<file path="config.mk">
export PLATFORM = sky130hd
export DESIGN_NAME = key_conditioner
export DESIGN_NICKNAME = d
export VERILOG_FILES = /design/src/rtl/key_conditioner.sv
export SDC_FILE = /design/constraint.sdc
export NUM_CORES = 1
export LEC_CHECK = 0
export ABC_AREA = 1
export CORE_ASPECT_RATIO = 2
export CORE_MARGIN = 1.5
export CORE_UTILIZATION = 45
export CTS_CLUSTER_SIZE = 25
export DETAILED_ROUTE_END_ITERATION = 10
export GPL_TIMING_DRIVEN = 0
export REMOVE_ABC_BUFFERS = 1
export SYNTH_ARGS = -nofsm -noshare
export SYNTH_HDL_FRONTEND = slang
export SYNTH_SLANG_ARGS = --single-unit
export TNS_END_PERCENT = 50
</file>
<file path="constraint.sdc">
create_clock -name CLOCK_50 -period 1.6 [get_ports CLOCK_50]
set_input_delay 0.32 -clock CLOCK_50 [delete_from_list [all_inputs] [get_ports CLOCK_50]]
set_output_delay 0.32 -clock CLOCK_50 [all_outputs]
set_load 0.005 [all_outputs]
</file>
<file path="src/rtl/key_conditioner.sv">
// key_conditioner: per-channel pushbutton synchronizer, debouncer and edge
// pulse generator for active-low KEY inputs.
// Optional build macro KEY_AUTOREPEAT_EN adds auto-repeat KEY_PRESS pulses
// while a key stays held; without it each accepted press pulses exactly once.
module key_conditioner #(
  parameter int unsigned NKEYS           = 3,
  parameter int unsigned DEBOUNCE_CYCLES = 1000000,
  parameter int unsigned REPEAT_DELAY    = 25000000,
  parameter int unsigned REPEAT_PERIOD   = 5000000
) (
  input  logic             CLOCK_50,
  input  logic             RESET_N,
  input  logic [NKEYS-1:0] KEY,
  output logic [NKEYS-1:0] KEY_LEVEL,
  output logic [NKEYS-1:0] KEY_PRESS,
  output logic [NKEYS-1:0] KEY_RELEASE
);

  localparam int unsigned CNT_W = $clog2(DEBOUNCE_CYCLES + 1);
  localparam logic [CNT_W-1:0] CNT_LAST = CNT_W'(DEBOUNCE_CYCLES - 1);
  localparam logic [CNT_W-1:0] CNT_MAX  = CNT_W'(DEBOUNCE_CYCLES);

  typedef enum logic [1:0] {
    IDLE         = 2'd0,
    PRESS_WAIT   = 2'd1,
    HELD         = 2'd2,
    RELEASE_WAIT = 2'd3
  } state_t;

  logic [NKEYS-1:0] s1_q, s1_d;
  logic [NKEYS-1:0] sync_q, sync_d;
  logic [NKEYS-1:0] level_q, level_d;
  logic [NKEYS-1:0] press_q, press_d;
  logic [NKEYS-1:0] release_q, release_d;
  state_t           state_q [NKEYS];
  state_t           state_d [NKEYS];
  logic [CNT_W-1:0] cnt_q   [NKEYS];
  logic [CNT_W-1:0] cnt_d   [NKEYS];

`ifdef KEY_AUTOREPEAT_EN
  localparam int unsigned RPT_MAX = (REPEAT_DELAY > REPEAT_PERIOD) ? REPEAT_DELAY : REPEAT_PERIOD;
  localparam int unsigned RPT_W   = $clog2(RPT_MAX + 1);
  localparam logic [RPT_W-1:0] DELAY_LAST  = RPT_W'(REPEAT_DELAY - 1);
  localparam logic [RPT_W-1:0] PERIOD_LAST = RPT_W'(REPEAT_PERIOD - 1);

  logic [RPT_W-1:0] rpt_q   [NKEYS];
  logic [RPT_W-1:0] rpt_d   [NKEYS];
  logic [NKEYS-1:0] first_q, first_d;
`else
  // Repeat timing has no effect in this build; the parameters stay for interface compatibility.
  if (REPEAT_DELAY == 0 && REPEAT_PERIOD == 0) begin : g_repeat_unused
  end
`endif

  // Next-state and pulse decode for every channel FSM plus synchronizer shift.
  always_comb begin
    s1_d      = KEY;
    sync_d    = s1_q;
    level_d   = '0;
    press_d   = '0;
    release_d = '0;
    state_d   = state_q;
    cnt_d     = cnt_q;
`ifdef KEY_AUTOREPEAT_EN
    rpt_d     = rpt_q;
    first_d   = '1;
`endif
    for (int k = 0; k < NKEYS; k++) begin
`ifdef KEY_AUTOREPEAT_EN
      // Timer is held cleared outside HELD so any departure cancels it.
      rpt_d[k] = '0;
`endif
      case (state_q[k])
        IDLE: begin
          if (!sync_q[k]) begin
            state_d[k] = PRESS_WAIT;
            cnt_d[k]   = '0;
          end
        end
        PRESS_WAIT: begin
          if (sync_q[k]) begin
            state_d[k] = IDLE;
            cnt_d[k]   = '0;
          end else if (cnt_q[k] == CNT_LAST) begin
            state_d[k] = HELD;
            cnt_d[k]   = '0;
            press_d[k] = 1'b1;
          end else if (cnt_q[k] != CNT_MAX) begin
            cnt_d[k] = cnt_q[k] + CNT_W'(1);
          end
        end
        HELD: begin
          if (sync_q[k]) begin
            state_d[k] = RELEASE_WAIT;
            cnt_d[k]   = '0;
          end
`ifdef KEY_AUTOREPEAT_EN
          else if (rpt_q[k] == (first_q[k] ? DELAY_LAST : PERIOD_LAST)) begin
            press_d[k] = 1'b1;
            rpt_d[k]   = '0;
            first_d[k] = 1'b0;
          end else begin
            rpt_d[k]   = rpt_q[k] + RPT_W'(1);
            first_d[k] = first_q[k];
          end
`endif
        end
        RELEASE_WAIT: begin
          if (!sync_q[k]) begin
            state_d[k] = HELD;
            cnt_d[k]   = '0;
          end else if (cnt_q[k] == CNT_LAST) begin
            state_d[k]   = IDLE;
            cnt_d[k]     = '0;
            release_d[k] = 1'b1;
          end else if (cnt_q[k] != CNT_MAX) begin
            cnt_d[k] = cnt_q[k] + CNT_W'(1);
          end
        end
        default: begin
          state_d[k] = IDLE;
          cnt_d[k]   = '0;
        end
      endcase
      level_d[k] = (state_d[k] == HELD) || (state_d[k] == RELEASE_WAIT);
    end
  end

  // State, synchronizer and output registers with synchronous active-low reset.
  always_ff @(posedge CLOCK_50) begin
    if (!RESET_N) begin
      s1_q      <= '1;
      sync_q    <= '1;
      level_q   <= '0;
      press_q   <= '0;
      release_q <= '0;
      for (int k = 0; k < NKEYS; k++) begin
        state_q[k] <= IDLE;
        cnt_q[k]   <= '0;
`ifdef KEY_AUTOREPEAT_EN
        rpt_q[k]   <= '0;
`endif
      end
`ifdef KEY_AUTOREPEAT_EN
      first_q   <= '1;
`endif
    end else begin
      s1_q      <= s1_d;
      sync_q    <= sync_d;
      level_q   <= level_d;
      press_q   <= press_d;
      release_q <= release_d;
      state_q   <= state_d;
      cnt_q     <= cnt_d;
`ifdef KEY_AUTOREPEAT_EN
      rpt_q     <= rpt_d;
      first_q   <= first_d;
`endif
    end
  end

  assign KEY_LEVEL   = level_q;
  assign KEY_PRESS   = press_q;
  assign KEY_RELEASE = release_q;

endmodule

</file>
# ---- Word-level counts from Yosys, hierarchy flattened
# Cells that the tools add are included.
dict set report op_classes {
  add_sub_neg 3
  eq_ne 27
  n_lt_le_gt_ge 0
  multipliers 0
  bitwise_logic 4
  n_div 0
  reduce_logical 15
  mux 45
  n_shift 0
}
# operator count
set ops {}
lappend ops {{20-bit 2-to-1 mux} 18}
lappend ops {{20-bit case mux with 4 select lines} 3}
lappend ops {{20-bit by 1-bit adder with 20-bit output, second input constant} 3}
lappend ops {{20-bit == test, second input constant} 3}
lappend ops {{20-bit != test, second input constant} 3}
lappend ops {{2-bit 2-to-1 mux} 18}
lappend ops {{2-bit == test, second input constant} 12}
lappend ops {{2-bit case mux with 4 select lines} 3}
lappend ops {{2-bit != test, second input constant} 6}
lappend ops {{3-bit AND reduction} 3}
lappend ops {{3-bit OR reduction} 3}
lappend ops {{2-bit by 1-bit == test with 1-bit output, second input constant} 3}
lappend ops {{2-bit logical NOT} 3}
lappend ops {{2-bit AND reduction} 3}
lappend ops {{1-bit NOT} 4}
lappend ops {{1-bit logical OR} 3}
lappend ops {{1-bit 2-to-1 mux} 3}
dict set report totals {
  wordCells 109
  memories 0
  romBits 0
  input_bits 5
  ram_bits 0
  output_inout_bits 9
  latch_bits 0
  register_bits 81
}

# ---- Depth between registers and ports, before layout
# Gate-level depths: netlist of run 1.
dict set report depth {
  ltp_word 6
  ltp_mapped 11
  ltp_nobuf 11
}

# ---- Worst setup path before layout of run 1
# No wires, ideal clock.
dict set report synth_timing {
  path_type {register to register}
  startpoint {register cnt_q[20] (netlist bit)}
  endpoint {register cnt_q[24] (netlist bit)}
  n_path_buf 0
  setup_slack_ns 0.109
  setup_time_ns 0.110
  t_required_ns 1.490
  synth_period_minus_slack_ns 1.491
  path_stages_with_launch 11
  t_arrival_ns 1.380
  path_cell_list {dfxtp_1 > ha_1 > nand3_2 > nor2_2 > nand3_2 > nand2_2 > nand2_4 > nand2_4 > inv_6 > nand3_1 > inv_1}
}
dict set report synth_between {
  elab_chain_cells 5
  elab_cells_between_ends 8
  cone_classes {add/sub: 1; eq/ne: 2; mux: 5}
}
# element line
set synth_lines {}
lappend synth_lines {{from (decl)} 37} ;# logic [CNT_W-1:0] cnt_q [NKEYS];
lappend synth_lines {{from (signal assigned)} 154} ;# cnt_q <= cnt_d;
lappend synth_lines {{20-bit by 1-bit adder with 20-bit output / 20-bit != test (equally long branches)} --}
lappend synth_lines {{20-bit 2-to-1 mux} {88, 116}}
lappend synth_lines {{20-bit 2-to-1 mux (*)} 84} ;# end else if (cnt_q[k] == CNT_LAST) begin
lappend synth_lines {{20-bit 2-to-1 mux, on equally long branches} {109, 81}}
lappend synth_lines {{20-bit case mux with 4 select lines (*)} 73} ;# case (state_q[k])
# Every way passes the cells marked *; elsewhere a longest branch is shown, timed or not.
# A chain may end at the register's enable or synchronous reset.

==> results of run 1 <==
==> area by class of cell <==
type	instances	area (um^2)
tap	135	169
clock inverter	6	68.8
fill	1030	4580
timing repair buffer	25	215
multi-input combinational	536	2860
clock buffer	10	239
inverter	87	338
sequential	79	1610
timing repair inverter	1	7.51
==> logic make-up after synthesis <==
family	Yosys count
flops	79
simple gates	463
fa+ha+maj	6
buf+inv	96
compound gates	51
xor+xnor	14
==> metal layers <==
| layer | vias up | global-route usage |
|---|---|---|
| li1 | 2310 | - |
| met3 | 33 | 0.0352 |
| met1 | 2023 | 0.224 |
| met5 | - | 0 |
| met4 | 0 | 0.120 |
| met2 | 52 | 0.401 |
==> worst paths after layout <==
path / cells past startpoint / startpoint / end / slack [ps]
setup / recovery: 1 / state_q[1]$_SDFF_PN0_ / KEY_LEVEL[2] / 60
setup reg to reg: 11 / cnt_q[21]$_SDFFE_PN0P_ / cnt_q[23]$_SDFFE_PN0P_ / 70
hold reg to reg: 1 / s1_q[0]$_SDFF_PN1_ / sync_q[0]$_SDFF_PN1_ / 410
hold / removal: 1 / s1_q[0]$_SDFF_PN1_ / sync_q[0]$_SDFF_PN1_ / 410
==> through the flow <==
step / setup WS (ps) / hold WS (ps) / power (uW) / TNS [ps] / utilization
after global routing: -13.4 / 425 / 4520 / -44.5 / 0.546
after detailed placement: -1380 / 404 / 2240 / -53810 / 0.483
final: 56.0 / 413 / 4330 / 0 / 0.546
after CTS: -2.84 / 417 / 4370 / -3.20 / 0.523
after global placement: -1380 / 397 / 2230 / -51320 / 0.483
after floorplan: 109 / 393 / 2170 / 0 / -
==> flip-flops by register name (all words and copies together), names as in the netlist <==
name and flops:
KEY_RELEASE 3, cnt_q 60, KEY_PRESS 3, KEY_LEVEL 2
sync_q 3, state_q 5, s1_q 3
==> timing repair <==
item,in CTS,in global routing
gates cloned,1,2
setup buffers,3,9
gates resized for setup,23,48
pin swaps,1,13
setup endpoints to repair,75,63
==> layout by cell type, fill, tap and decap left out, types with 4 or more instances in the layout <==
master / instances
ha_4: 4
dfxtp_4: 4
nand2_4: 11
or2_2: 7
buf_4: 12
xnor2_1: 5
clkbuf_16: 9
dfxtp_1: 62
nand3_2: 4
nand4_1: 17
o21ai_0: 11
clkdlybuf4s50_1: 12
nand3b_1: 7
dfxtp_2: 13
inv_1: 77
nand2_1: 185
nor2_1: 99
nor3_1: 18
nand2_2: 17
inv_2: 6
xor2_1: 9
nor2_4: 13
nor2_2: 16
nand3_1: 60
a21oi_1: 27
==> power by group through the flow <==
stage | sequential [uW] | clock (uW) | combinational (uW)
2_1_floorplan | 2040 | 0 | 124
3_3_place_gp | 2050 | 0 | 182
6_report | 2010 | 2100 | 222
3_5_place_dp | 2050 | 0 | 187
5_1_grt | 2010 | 2270 | 244
4_1_cts | 2010 | 2160 | 201
==> impl_results.md, run 1 <==
- Comb power frac: 0.051
- Area share of the largest cell type after synthesis: 0.341
- Area Overhead vs Synth: 18.9%
- Adder-cell share of the synthesized area: 0.0162
- Maximum clock path buffer count: 2
- Delay-heaviest family, CP: buffers and inverters
- Post-Synthesis Cells: between 700 and 800
- Initial antenna violation count: 0
- Post-synth EDFFs: 0
- Crit path max-delay cell type: clkdlybuf4s50_1
- Min cycle time layout: around 1500 ps
- Clock Power Share: 0.485
- Setup crit start kind: flip-flop
- Final setup violation count: 0
- Power Density: ~790 nW/um^2
- Largest net degree at the start of global routing: 23
- Net Sw Frac: 0.234
- Synth area leaders: dfxtp_1, nand2_1, nor2_1
- Status: complete, no violations
- Latest clock arrival within the worst-skew pair: 340 ps
- Placed Area: roughly 4900 um^2
- Largest area contributor in the synthesized netlist: dfxtp_1
- Hold Violations, Final: 0
- Final global-route overflow total: 0
- Final Non-Filler Cells: a little under 900
- Crit path buf inv count: 1
- GP Congestion: 0.869
- Metal2 WL: ~6700 um
- Placed cells: approximately 850
- Synth Area in Compound Gates: 0.0602
- CP arrival: ~1200 ps
- DR WL met3: roughly 210 um
- Ports: 14
- Avg Cell Area, Syn: about 6.5 um^2
- Top cells by count, synth: nand2_1, nor2_1, inv_1, dfxtp_1, nand3_1
- Relative slew slack: 0.476
- Flop pwr share: 0.464
- RSZ-0062 raised after global routing: true
- DRT Wirelength: between 10,000 and 15,000 um
- Max incr delay on CP: 510 ps
- Clock-pin slew on the worst setup and hold paths: 60 ps
- Simple-Gate Fraction of Synth Area: 0.471
- Final Cycle Share: 0.965
- Layout cells sized above 1: 0.188
- Seq/Total Area, Yosys: 0.341
- Crit path cell chain: clkdlybuf4s50_1
- First-pass GRT wire length: roughly 18,000 um
- Top sig layer: met4
- CTS Buf Count: 9
- Yosys warns: 0
- Mapped Area: about 4600 um^2
- P_sw: between 1000 and 1500 uW
- Antenna Cells: 0
- Number of buffers added on ports: 13
- Seq cells post-synth: 79
- Largest family of logic cells by synthesized area: simple AND/OR/NAND/NOR gates
- Hold Buf Count CTS: 0
- Die ar.: 10,900 um^2
- Wl on met1: approximately 4400 um
- Final non-filler cell area: 5510 um^2
- Starting Density: 0.459
- Clk sinks: slightly below 80
- Area of the core: 10,100 um^2
- Row cnt: 52
- HPWL after DPL: approximately 8500 um
- DR DRC count: 0
- Die Span Y: roughly 150 um
- Number of global-route vias before repair: roughly 4,100
- Total GRT Usage: 0.219
- Hold/Removal Path Class: flip-flop to flip-flop
- CTS tree: built
- DIE WIDTH: about 75 um
- Number of vias per cell: 5.03
- Post-synth cell types: 38
- Final Net Count: 750
- WS Path Type: flip-flop to primary output
- Drt pass-1 iters: 7
- Worst VDD drop: around 0.64 mV
- Top FF cell, synth: dfxtp_1
- Crit path max fanout: 7
- Worst slew pin tran: just under 800 ps
- CTS root buf: clkbuf_16
- Crit. End Element: primary output
- 1st-iter DRT viols: between 200 and 250
- Xor/xnor cell area share of the yosys netlist: 0.0265
- Most frequent cell after synthesis: nand2_1
- Max-Cap Viols: 0
- Clk_skew: around 5.2 ps
- ANT nets after route: 0
- Async set or reset register ratio after synthesis: 0
- Int Pwr: 3320 uW
- Crit path required time: about 1300 ps
- WL per Instance: 13.3 um
- H-tree levels: 3
- FMAX: between 0.6 and 0.7 GHz
- Vias: about 4,400
- Mux cell area share after synthesis: 0
- Leakage power: 0.00201 uW
- Final Max Tran Viols: 0
No activity file was read; power rests on OpenSTA's default activity.
==> run 2, diff against run 1 <==
SETUP_SLACK_MARGIN = 0.15   (was not set)
clock period = 1.55 ns   (was 1.6 ns; I/O delays follow)
==> run 2 against run 1 <==
  * Design area grew 17%
  * Clock skew is essentially flat
  * Hold slack is essentially flat
  * Die area is the same
  * First-iteration DRC count grew 16%
  * Clock-buffer cell count did not move
  * Critical path depth up 7
  * Global-route usage is 1.5 points higher
  * Combinational power grew 48%
  * Wire length grew 14%
  * Largest power group unchanged
==> impl_results.md, run 2 (synthesis results as in run 1) <==
- CTS root buf: clkbuf_16
- Worst VDD drop: 0.678 mV (+5.2%)
- Final hold slack: 413 ps (-0.371 ps)
- Reg2Reg Depth: 8 (-3)
- Relative slew slack: 0.654 (+0.178)
- Largest net degree at the start of global routing: 23 (unchanged)
- Leakage power: 0.00238 uW (+19%)
- Status: complete, no violations
- Ports: 14 (unchanged)
- Total chip power: 4560 uW (+5.4%)
- Power Density: 710 nW/um^2 (-9.8%)
- Final global-route overflow total: 0 (unchanged)
- Crit path max fanout: 5 (-2)
- End of the critical path: cnt_q[2]$_SDFFE_PN0P_
- First-pass GRT wire length: 19,800 um (+7.0%)
- DR DRC count: 0 (unchanged)
- Clk sinks: 79 (unchanged)
- Final Max Tran Viols: 0 (unchanged)
- Layout cells sized above 1: 0.401 (+0.212)
- Number of buffers added on ports: 13 (unchanged)
- Most common cell after layout, fill and taps aside: nand2_1
- CP arrival: 1760 ps (+540 ps)
- Min cycle time layout: approximately 1500 ps
- CTS Buf Count: 9 (unchanged)
- Crit. End Element: flip-flop
- Crit path required time: 1780 ps (+500 ps)
- Max-Cap Viols: 0 (unchanged)
- R2r startpoint: cnt_q[1]$_SDFFE_PN0P_
- Row cnt: 52 (unchanged)
- Setup crit start kind: flip-flop
- Initial antenna violation count: 0 (unchanged)
- RSZ-0062 raised after global routing: true
- Area Overhead vs Synth: 38.8%
- CTS tree: built
- GP Congestion: 0.869 (unchanged)
- Hold/Removal Path Class: flip-flop to flip-flop
- Latest clock arrival within the worst-skew pair: 340 ps (about the same)
- Die Span Y: 146 um (unchanged)
- Crit path from: cnt_q[1]$_SDFFE_PN0P_
- Final non-filler cell area: 6430 um^2 (+17%)
- Setup TNS: 0 ps (unchanged)
- Commonest cells after routing, fill and taps aside: nand2_1, nor2_1, inv_1
- Final Util: 0.637 (+0.0916)
- Die ar.: 10,900 um^2 (unchanged)
- Starting Density: 0.459 (unchanged)
- Final Cycle Share: 0.985
- Vias: 4,766 (+7.9%)
- Hold Path Cell Cnt: 1 (unchanged)
- Largest registers: cnt_q x60, state_q x5
- Total GRT Usage: 0.234 (+0.0150)
- FMAX: approximately 0.66 GHz
- Reg2reg setup slack: 20 ps (-50 ps)
- DIE WIDTH: 74.7 um (unchanged)
- Area of the core: 10,100 um^2 (unchanged)
- Final Net Count: 785 (+4.7%)
- 1st-iter DRT viols: 251 (+16%)
- ANT nets after route: 0 (unchanged)
- Number of vias per cell: 5.21 (+3.7%)
- H-tree levels: 3 (unchanged)
- Number of global-route vias before repair: 4,365 (+5.7%)
- Antenna Cells: 0 (unchanged)
- RR Endpoint: cnt_q[2]$_SDFFE_PN0P_
- Max reg flops: 60 (unchanged)
- WS Path Type: flip-flop to flip-flop
- Maximum clock path buffer count: 2 (unchanged)
- Final setup violation count: 0 (unchanged)
- WL per Instance: 14.6 um (+9.6%)
- Clock-pin slew on the worst setup and hold paths: 60 ps (about the same)
- HPWL after DPL: 8460 um (unchanged)
- Placed Area: 4870 um^2 (unchanged)
- Hold Violations, Final: 0 (unchanged)
- Worst slew pin tran: 519 ps (-267 ps)
- Drt pass-1 iters: 6 (-1)
- Largest register by flop count: cnt_q
- Clk_skew: 5.53 ps (+0.323 ps)
- DRT Wirelength: 13,400 um (+14%)
## run 2: cell type report
| type | count | area [um^2] |
|---|---|---|
| Sequential cell | 79 | 1690 |
| Multi-Input combinational cell | 538 | 3380 |
| Fill cell | 899 | 3660 |
| Timing Repair Buffer | 56 | 488 |
| Timing Repair inverter | 3 | 18.8 |
| Clock inverter | 6 | 68.8 |
| Tap cell | 135 | 169 |
| Clock buffer | 10 | 239 |
| Inverter | 87 | 373 |
## run 2: worst min-delay path by stage
stage	startpoint	end
4_1_cts	s1_q[0]$_SDFF_PN1_	sync_q[0]$_SDFF_PN1_
5_1_grt	s1_q[0]$_SDFF_PN1_	sync_q[0]$_SDFF_PN1_
6_report	s1_q[0]$_SDFF_PN1_	sync_q[0]$_SDFF_PN1_
3_5_place_dp	s1_q[0]$_SDFF_PN1_	sync_q[0]$_SDFF_PN1_
2_1_floorplan	s1_q[0]$_SDFF_PN1_	sync_q[0]$_SDFF_PN1_
3_3_place_gp	s1_q[0]$_SDFF_PN1_	sync_q[0]$_SDFF_PN1_
## run 2: critical path, stage by stage (launching register included)
cell     delay (ps)
dfxtp_4         370
ha_4            150
nand3_4         140
nor2_4          160
nand2_2          70
nor2_4          200
o21ai_4         130
nand2_4         140
nor2_1           60
## run 2: per-layer routing
| metal | GRT usage | wire length (um) |
|---|---|---|
| met3 | 0.0407 | 321 |
| met4 | 0.125 | 595 |
| met1 | 0.240 | 4840 |
| met2 | 0.427 | 7610 |
| met5 | 0 | 0 |
## run 2: stage by stage
step | std cells | worst slack [ps]
2_1_floorplan | 700 | 59.5
3_3_place_gp | 848 | -1420
3_5_place_dp | 848 | -1420
4_1_cts | 887 | 29.1
5_1_grt | 914 | -57.1
6_report | 914 | 23.5
## run 2: timing repair
| item | CTS | global route |
|---|---|---|
| setup buffers | 20 | 23 |
| resized for setup | 94 | 191 |
| gates cloned | 3 | 4 |
| endpoints found under the setup margin | 88 | 79 |
| pin swaps | 24 | 68 |
| hold buffers | 0 | 0 |
## run 2: report_power, final
part / internal [uW] / leakage [uW] / switching (uW)
combinational: 125 / 0.00157 / 203
clock: 1300 / 0.000149 / 880
sequential: 2020 / 0.000666 / 28.8
==> variant (flow settings as in run 1) <==
`NKEYS`: 3 -> 6.
--- a/src/rtl/key_conditioner.sv
+++ b/src/rtl/key_conditioner.sv
@@ -3,7 +3,7 @@
 // Optional build macro KEY_AUTOREPEAT_EN adds auto-repeat KEY_PRESS pulses
 // while a key stays held; without it each accepted press pulses exactly once.
 module key_conditioner #(
-  parameter int unsigned NKEYS           = 3,
+  parameter int unsigned NKEYS           = 6,
   parameter int unsigned DEBOUNCE_CYCLES = 1000000,
   parameter int unsigned REPEAT_DELAY    = 25000000,
   parameter int unsigned REPEAT_PERIOD   = 5000000
Interface: changed (resized KEY, KEY_LEVEL, KEY_PRESS and KEY_RELEASE); port bits go from 14 to 26. The function was not compared with the original's and may differ.
==> variant against run 1 <==
The run now ends with negative setup slack left; setup slack worse by 0.075 ns; sequential cell count up 83; area after synthesis up 96%; cell area up 110%; wire length up 100%; critical path depth up 10; total power up 100%; global-route usage up 1.5 points; largest cell class unchanged.
==> variant: results (changes against run 1) <==
reg2reg_to: "cnt_q[29]"
drtPass1Iterations: 4  # -3
placement.io_buffers: 25  # +12
reg.largest.list: "cnt_q: 120 flops, state_q: 12 flops"
place_hpwl_mm: 17.3  # +100%
synth_common_cells: "370 x nand2_1, 183 x nor2_1, 176 x inv_1"
finClkSkew_ns: 0.00788  # +0.00267 ns
drt_iter0_markers: 293  # +36%
p_leak_nw: 4.28  # +110%
gp_congestion: 0.892  # +2.7%
irDropWorstVdd_mv: 0.646  # +0.35%
ys_types: 44  # +16%
path_class: "register to register"
htree_levels: 4  # +1
hold_class: "input port to register"
postPlaceCellArea_mm2: 0.00957  # +96%
nNetsFinal: 1489  # +99%
status: "complete, but fails checks"
first_global_vias: 8588  # +110%
fill_cells: 1976  # +92%
r2r-start: "cnt_q[20]"
grt_max_degree: 46  # +100%
clock_latency_ns: 0.43  # +0.09 ns
setup_viol: 2  # +2
drive_above_1_share_pct: 21.9  # +3.1 points
dp_slack_ns: -0.480  # +0.898 ns
netlist_top_cells_area: "dfxtp_1 36%, nand2_1 15%, nor2_1 7.6%, inv_1 7.3%, nand3_1 5.7%"
worst_slack_ns: -0.0188  # -0.0748 ns
wl_per_cell_um: 13.6  # +1.8%
numCtsBuffers: 17  # +8
violations: "negative setup slack"
grt_pass1_wl_mm: 38.6  # +110%
critical_path_arrival_ns: 1.95  # +0.73 ns
via_count: 8906  # +100%
tightestPinTransition_ns: 0.383  # -0.403 ns
## variant: cell count changes after synthesis, sizes merged, moves of 24 or more
cell	before	now
a21oi	29	65
inv	86	193
o21ai	16	65
dfxtp	79	162
nor3	21	48
nand2	213	391
nand4	17	41
nand3	67	112
nor2	128	212
## variant: repair_timing
action / in CTS / in global routing
pin swaps: 16 / 45
setup buffers: 19 / 28
endpoints found under the hold margin: 0 / 0
cloned: 2 / 2
gates resized for setup: 76 / 158
setup endpoints to repair: 146 / 131
## variant: stage by stage
| step | util, % | hold WS, ns | setup TNS [ns] | std cells |
|---|---|---|---|---|
| 6_report | 57.2 | 0.190 | -0.0234 | 1743 |
| 5_1_grt | 57.2 | 0.200 | -0.836 | 1743 |
| 4_1_cts | 53.4 | 0.178 | -0.0535 | 1716 |
| 3_5_place_dp | 48.3 | 0.398 | -31.04 | 1664 |
| 3_3_place_gp | 48.1 | 0.395 | -350.42 | 1662 |
| 2_1_floorplan | - | 0.393 | 0 | 1375 |
## variant: critical path: stages, from the launching register on
cell	delay (ns)
dfxtp_4	0.37
inv_4	0.06
ha_4	0.14
nand2_4	0.05
nor3_4	0.18
nand3_2	0.15
nor2_4	0.22
nor2_4	0.10
nand3_1	0.07
nand2_1	0.06
nand2_1	0.08
nor2_2	0.03
## variant: how the worst min path moves through the flow
stage	start	end	slack, ns	depth (start not counted)
global placement	s1_q[5]	sync_q[5]	0.40	1
CTS	RESET_N	cnt_q[114]	0.18	3
global route	RESET_N	cnt_q[115]	0.20	3
detailed placement	s1_q[5]	sync_q[5]	0.40	1
floorplan	s1_q[0]	sync_q[0]	0.39	1
finish	RESET_N	cnt_q[115]	0.19	3
## variant: layout make-up
type | instances | share of cell area [%]
well taps | 262 | 2.89
clock buffers | 20 | 3.94
flip-flops and latches | 162 | 29.3
multi-input cells | 1021 | 49.5
inverters | 195 | 6.85
repair buffers | 71 | 6.07
repair inverters | 1 | 0.0662
clock inverters | 11 | 1.36
## variant: cells by family after synthesis
logic type / Yosys count / share of synthesized area, %
adder cells (fa/ha/maj): 12 / 1.66
buffers and inverters: 214 / 9.39
AO/OA/AOI/OAI: 152 / 9.32
AND/OR/NAND/NOR: 826 / 41.2
XOR/XNOR: 28 / 2.70
flip-flops: 162 / 35.8
## variant: where the power goes
group	switching, mW	internal [mW]	total, mW	leakage (nW)
clock network	1.73	2.50	4.24	0.287
registers	0.0489	4.07	4.11	1.33
logic	0.310	0.188	0.498	2.66
## variant: layer usage
metal  part of all wire (%)  vias up  GRT usage (%)  routed length (µm)
li1                       -     4610              -                   -
met1                     36     4073           21.2                8450
met2                     57      154           45.8               13600
met3                    2.2       69           4.42                 523
met4                    4.6        0           12.9                1090
met5                      0        -              0                   0
